--- src/rtl/adder_ring_meter.sv ---
// -----------------------------------------------------------------------------
// adder_ring_meter
//   Measurement sequencer for the instrumented Kogge-Stone adder ring.
//   On an accepted start it enables the ring oscillator. It lets the ring
//   settle, then counts rising edges of the synchronised chain_out over a
//   programmed window of clock cycles. After that it disables the ring and
//   drains the synchroniser. Finally it reports the count with a one-cycle
//   done pulse.
//
// Ports
//   wb_clk_i   in   1      clock, all logic on rising edge
//   wb_rst_i   in   1      synchronous reset, active-high
//   start      in   1      measurement request, honoured only when idle
//   window     in   WIN_W  measurement length in cycles, latched on start
//   ring_in    in   1      asynchronous chain_out from the adder
//   ring_en    out  1      ring oscillator enable
//   busy       out  1      high while settling, measuring or draining
//   done       out  1      one-cycle pulse, count_out/overflow valid
//   count_out  out  CNT_W  saturating edge count of the last run
//   overflow   out  1      sticky per run: an edge arrived at full count
// -----------------------------------------------------------------------------
module adder_ring_meter #(
  parameter int WIN_W       = 24,
  parameter int CNT_W       = 32,
  parameter int SETTLE_CYC  = 16,
  parameter int SYNC_STAGES = 2
) (
  input  logic             wb_clk_i,
  input  logic             wb_rst_i,
  input  logic             start,
  input  logic [WIN_W-1:0] window,
  input  logic             ring_in,
  output logic             ring_en,
  output logic             busy,
  output logic             done,
  output logic [CNT_W-1:0] count_out,
  output logic             overflow
);

  // The phase timer must hold the window length as well as the settle and
  // drain lengths.
  localparam int SHORT_W = $clog2(SETTLE_CYC + SYNC_STAGES + 2);
  localparam int TMR_W   = (WIN_W > SHORT_W) ? WIN_W : SHORT_W;

  // The timer counts down to zero, so each phase loads (length - 1).
  localparam logic [TMR_W-1:0] SETTLE_LD = TMR_W'(SETTLE_CYC - 1);
  localparam logic [TMR_W-1:0] DRAIN_LD  = TMR_W'(SYNC_STAGES);

  typedef enum logic [2:0] {
    S_IDLE,
    S_SETTLE,
    S_MEASURE,
    S_DRAIN,
    S_DONE
  } state_e;

  state_e           state_q, state_d;
  logic [TMR_W-1:0] tmr_q, tmr_d;
  logic [WIN_W-1:0] win_q, win_d;
  logic [CNT_W-1:0] cnt_q, cnt_d;
  logic             ovf_q, ovf_d;
  logic             ring_en_q, ring_en_d;

  logic [SYNC_STAGES-1:0] sync_q;
  logic                   prev_q;
  logic                   edge_det;

  // Synchroniser stage boundary: ring_in -> sync_q -> prev_q
  always_ff @(posedge wb_clk_i) begin
    if (wb_rst_i) begin
      sync_q <= '0;
      prev_q <= 1'b0;
    end else begin
      sync_q <= {sync_q[SYNC_STAGES-2:0], ring_in};
      prev_q <= sync_q[SYNC_STAGES-1];
    end
  end

  assign edge_det = sync_q[SYNC_STAGES-1] & ~prev_q;

  always_comb begin
    state_d   = state_q;
    tmr_d     = tmr_q;
    win_d     = win_q;
    cnt_d     = cnt_q;
    ovf_d     = ovf_q;
    ring_en_d = ring_en_q;

    unique case (state_q)
      S_IDLE: begin
        if (start) begin
          cnt_d = '0;
          ovf_d = 1'b0;
          if (window != '0) begin
            win_d     = window;
            tmr_d     = SETTLE_LD;
            ring_en_d = 1'b1;
            state_d   = S_SETTLE;
          end else begin
            // An empty window never runs the ring.
            state_d = S_DONE;
          end
        end
      end

      S_SETTLE: begin
        if (tmr_q == '0) begin
          tmr_d   = TMR_W'(win_q) - TMR_W'(1);
          state_d = S_MEASURE;
        end else begin
          tmr_d = tmr_q - TMR_W'(1);
        end
      end

      S_MEASURE: begin
        if (edge_det) begin
          if (cnt_q == '1) begin
            ovf_d = 1'b1;
          end else begin
            cnt_d = cnt_q + CNT_W'(1);
          end
        end
        if (tmr_q == '0) begin
          tmr_d     = DRAIN_LD;
          ring_en_d = 1'b0;
          state_d   = S_DRAIN;
        end else begin
          tmr_d = tmr_q - TMR_W'(1);
        end
      end

      S_DRAIN: begin
        // Edges still in flight through the synchroniser are discarded.
        if (tmr_q == '0) begin
          state_d = S_DONE;
        end else begin
          tmr_d = tmr_q - TMR_W'(1);
        end
      end

      S_DONE: begin
        state_d = S_IDLE;
      end

      default: begin
        state_d   = S_IDLE;
        ring_en_d = 1'b0;
      end
    endcase
  end

  // Control stage boundary
  always_ff @(posedge wb_clk_i) begin
    if (wb_rst_i) begin
      state_q   <= S_IDLE;
      tmr_q     <= '0;
      cnt_q     <= '0;
      ovf_q     <= 1'b0;
      ring_en_q <= 1'b0;
    end else begin
      state_q   <= state_d;
      tmr_q     <= tmr_d;
      cnt_q     <= cnt_d;
      ovf_q     <= ovf_d;
      ring_en_q <= ring_en_d;
    end
  end

  // Window latch is pure data and is always written before use.
  always_ff @(posedge wb_clk_i) begin
    win_q <= win_d;
  end

  assign ring_en   = ring_en_q;
  assign busy      = (state_q == S_SETTLE) || (state_q == S_MEASURE) ||
                     (state_q == S_DRAIN);
  assign done      = (state_q == S_DONE);
  assign count_out = cnt_q;
  assign overflow  = ovf_q;

endmodule

--- config.mk ---
export PLATFORM = sky130hd
export DESIGN_NAME = adder_ring_meter
export DESIGN_NICKNAME = d
export VERILOG_FILES = /design/src/rtl/adder_ring_meter.sv
export SDC_FILE = /design/constraint.sdc
export NUM_CORES = 1
export LEC_CHECK = 0
export ABC_AREA = 0
export BUFFER_PORTS_ARGS = -buffer_cell sky130_fd_sc_hd__buf_2
export CORE_ASPECT_RATIO = 0.5
export CORE_MARGIN = 1
export CORE_UTILIZATION = 60
export DETAILED_ROUTE_END_ITERATION = 10
export PLACE_DENSITY = 0.83
export REMOVE_ABC_BUFFERS = 1
export SYNTH_ARGS = -nofsm -noshare
export SYNTH_HDL_FRONTEND = slang
export SYNTH_SLANG_ARGS = --single-unit
--- constraint.sdc ---
create_clock -name wb_clk_i -period 4.1 [get_ports wb_clk_i]
set_input_delay 0.82 -clock wb_clk_i [delete_from_list [all_inputs] [get_ports wb_clk_i]]
set_output_delay 0.82 -clock wb_clk_i [all_outputs]
set_load 0.02 [all_outputs]
Yosys cells after proc, flatten, opt, wreduce, memory -nomap -nowiden
Cells that the tools add are included.
{"block": "totals", "reg_bits": 88, "inputBits": 28, "output_inout_bits": 36, "word_cells": 66}
{"block": "op_classes", "addsub": 3, "n_eq_ne": 14, "n_mux": 24, "bitwise_logic": 3, "n_reduce_logical": 14}
{"cell": "$mux W24", "n": 5}
{"cell": "$mux W32", "n": 3}
{"cell": "$pmux W24 S4", "n": 1}
{"cell": "$pmux W32 S2", "n": 1}
{"cell": "$sub A24 B1 Y24 const B", "n": 2}
{"cell": "$add A32 B1 Y32 const B", "n": 1}
{"cell": "$eq A32 B32 Y1 const B", "n": 1}
{"cell": "$logic_not A24 Y1", "n": 1}
{"cell": "$reduce_bool A24 Y1", "n": 1}
{"cell": "$reduce_and A4 Y1", "n": 5}
{"cell": "$ne A2 B2 Y1 const B", "n": 9}
{"cell": "$mux W3", "n": 5}
{"cell": "$pmux W3 S4", "n": 1}
{"cell": "$eq A3 B2 Y1 const B", "n": 2}
{"cell": "$mux W1", "n": 6}
{"cell": "$reduce_bool A4 Y1", "n": 1}
{"cell": "$eq A3 B1 Y1 const B", "n": 1}
{"cell": "$eq A3 B3 Y1 const B", "n": 1}
{"cell": "$logic_not A3 Y1", "n": 1}
{"cell": "$pmux W1 S3", "n": 1}
{"cell": "$reduce_and A3 Y1", "n": 1}
{"cell": "$reduce_or A3 Y1", "n": 1}
{"cell": "$logic_or A1 B1 Y1", "n": 2}
{"cell": "$not A1 Y1", "n": 2}
{"cell": "3 further kinds", "n": 3}

Longest topological paths before layout
{"block": "depth", "depth_word": 4, "depth_mapped": 9, "depth_no_buf": 8}

Worst setup path before layout
No wires, ideal clock.
{"block": "synth_path", "path_type": "register -> register", "start": "reg tmr_q[16]", "end": "reg tmr_q[7]", "setup_ps": 120, "arrival_time_ps": 2583, "required_time_ps": 3980, "path_slack_ps": 1398, "path_stages_with_launch": 7, "path_buffers": 0, "synth_period_minus_slack_ps": 2702, "cell_sequence": "dfxtp_1 -> or4_4 -> or4_4 -> or4_4 -> maj3_2 -> and4_4 -> a211o_1"}
{"block": "synth_via", "elab_chain_len": 3, "word_cells_on_any_way": 6, "cone_classes": "1 x eq/ne; 3 x mux; 2 x reduce/logical"}
{"element": "from (decl)", "line": "58", "text": "logic [TMR_W-1:0] tmr_q, tmr_d;"}
{"element": "from (signal assigned)", "line": "162", "text": "tmr_q <= tmr_d;"}
{"element": "$logic_not A24 Y1 *", "line": "107, 123, 134"}
{"element": "$mux W24, or another cell as far along", "line": "123", "text": "if (tmr_q == '0) begin"}
{"element": "$pmux W24 S4 / $reduce_and A4 Y1 (equally long branches)"}
Every way passes the cells marked *; elsewhere a longest branch is shown, timed or not.
A chain may end at the register's enable or synchronous reset.

Worst setup path after layout
{"block": "layout_path", "start": "reg tmr_q[4]", "end": "reg tmr_q[0]"}
Same word-level chain as after synthesis.

==> qor.yml <==
clk_pin_slew_worst_paths_ns: 0.07
crit_fanout: 5
p_leak_nw: 1.941
final_common_cell: "nor2_1"
synth_top_area_share_pct: 27.77
fin_setup_tns_ns: 0
insertion_delay_ns: 0.34
fin_skew_ns: 0.008343
worst_r2r_path_depth: 6
synth-edff-count: 24
drive_gt1_share_pct: 16.08
synthTopCellsByArea: "dfxtp_1, edfxtp_1, xnor2_1, nor2_1, xor2_1"
cp-startpoint: "tmr_q[4]$_SDFFE_PP0P_"
max_stage_delay_ns: 0.82
drc: 0
finalWirelength_mm: 11.21
grt_max_degree: 34
layout_setup_ws_ns: 1.086
cts_buffers: 9
cts_max_level: 3
power_density_nw_per_um2: 643.3
antenna_found_initial: 0
hold_ws_ns: 0.4580
ir_worst_vdd_mv: 0.3363
async_flop_share_pct: 0
regArea_um2: 2002
dieHeight_um: 64.01
drt-initial-drc-count: 335
initial_utilization_pct: 62.55
post-route-period-util_pct: 73.52
ys_seq_elements: 88
seq_area_frac_synth_pct: 43.38
synth_area_um2: 4614
viasPerCell: 6.215
status: "finished, final reports clean"
worstPathCellList: "or4_1, nor3_1, nand2_1, nor4_1, a2111oi_0, a221oi_1"
post_cts_buffers: 0
cts.sinks: 88
drv_slew: 0
overflow: 0
synth_ff_type: "dfxtp_1"
cts_buffer_depth: 2
p_total_mw: 3.420
r2r-start: "tmr_q[4]$_SDFFE_PP0P_"
critical_path.n_buffers_inverters: 0
layout_common_cells: "nor2_1, dfxtp_1, buf_2"
post_cts_resized: 0
fmax_ghz: 0.3318
syn-mean-instance-area_um2: 8.674
fp.dieArea_um2: 8067
hpwl_mm: 7.888
cts_hold_buf: 0
rrSetupSlack_ns: 1.09
grt_pass1_vias: 3915
row_count: 22
r2r_end: "tmr_q[0]$_SDFFE_PP0P_"
cp-end-kind: "register"
antenna_cells: 0
nFillCells: 565
multi_input_area_um2: 2495
rsz0062_at_grt: "false"
dr.pass1.iters: 5
cp.arrival_ns: 3.25
hold_path.class: "reg -> reg"
synth_cells: 532
wire_per_inst_um: 16.17
criticalPathCategory: "reg -> reg"
worstMarginPinSlew_ns: 0.9974
cts_tree: "done"
gp_congestion: 0.9404
final_nets: 624
endpoint: "tmr_q[0]$_SDFFE_PP0P_"
grt_use_total_pct: 29.63
setup_violations: 0
relSlewSlack_pct: 33.51
finalHoldViolations: 0
crit_family: "simple AND/OR/NAND/NOR gates"
core_um2: 7377
drt.antenna.violating_nets: 0
cts-root-buf: "clkbuf_16"
synth_cell_types: 52
min_period_ns: 3.014
synthToLayoutAreaGrowth_pct: 15.21
max_cap_viol_count: 0
ys_warn_count: 0
cp-start-kind: "register"
boundaryPins: 64
yosysTopAreaCell: "dfxtp_1"
fp.dieW_um: 126.0
required_ns: 4.34
io_buffers: 63
vias: 4307
dp_slack_ns: 1.199
crit_cells: 6
cp_slowest_cell: "nor4_1"
grt_pass1_wl_mm: 18.75
-- worst min-delay path by stage --
stage,start,end,slack [ns],cells after the start
2_1_floorplan,sync_q[0]$_SDFF_PP0_,sync_q[1]$_SDFF_PP0_,0.41,1
3_5_place_dp,sync_q[0]$_SDFF_PP0_,sync_q[1]$_SDFF_PP0_,0.43,1
5_1_grt,sync_q[0]$_SDFF_PP0_,sync_q[1]$_SDFF_PP0_,0.47,1
4_1_cts,sync_q[0]$_SDFF_PP0_,sync_q[1]$_SDFF_PP0_,0.46,1
3_3_place_gp,overflow$_SDFFE_PP0P_,overflow$_SDFFE_PP0P_,0.44,2
6_report,sync_q[0]$_SDFF_PP0_,sync_q[1]$_SDFF_PP0_,0.46,1
-- flip-flops by register name, summed over array words and instances (netlist names) --
name	cells
prev_q	1
sync_q	2
state_q	3
win_q	24
tmr_q	24
overflow	1
ring_en	1
count_out	32
-- kinds of logic after synthesis --
logic type,count (synthesis),share of synthesized area [%]
AO/OA/AOI/OAI,87,11.88
buffers and inverters,32,2.684
AND/OR/NAND/NOR,260,29.31
XOR/XNOR,59,11.20
adder cells (fa/ha/maj),5,1.329
flip-flops,88,43.38
multiplexers,1,0.2169
-- power breakdown --
group	total (mW)	leakage, nW	switching (mW)	internal (mW)
Sequential	1.21	0.749	0.153	1.05
Clock	0.821	0.143	0.346	0.475
Combinational	1.39	1.05	0.892	0.499
-- Yosys cell counts (all sizes together) (2+ instances only) --
library cell,number
a2111oi,2
a211o,3
a211oi,5
a21o,2
a21oi,18
a221oi,3
a22oi,3
a31oi,2
and3,5
and4,4
buf,5
clkbuf,14
dfxtp,64
edfxtp,24
ha,4
inv,12
nand2,38
nand2b,3
nand3,21
nand3b,3
nand4,14
nand4b,3
nor2,68
nor2b,5
nor3,37
nor3b,3
nor4,23
nor4b,3
o211ai,9
o21a,3
o21ai,29
o22ai,2
or2,5
or3,12
or4,10
xnor2,33
xor2,26
-- cell type report --
class | instances | share of cell area (%)
Clock inverter | 6 | 1.294
Sequential cell | 88 | 37.66
Inverter | 13 | 0.9179
Clock buffer | 10 | 4.307
Tap cell | 96 | 2.259
Timing Repair Buffer | 68 | 6.637
Multi-Input combinational cell | 412 | 46.93
-- through the flow --
| stage | cells | area (um2) | util, % |
|---|---|---|---|
| final | 693 | 5316 | 72.07 |
| after global routing | 693 | 5316 | 72.07 |
| after CTS | 693 | 5316 | 72.07 |
| after detailed placement | 677 | 5019 | 68.03 |
| after global placement | 677 | 5019 | 68.03 |
| after floorplan | 513 | 4539 | - |
-- metal layers --
layer  vias to the layer above  global-route usage, %  wire, um
met5                         -                      0         0
met4                         0                  13.40       302
met1                      2015                  38.33      4947
li1                       2069                      -         -
met2                       183                  47.79      5091
met3                        40                  6.784       864
No activity file was read; power rests on OpenSTA's default activity.
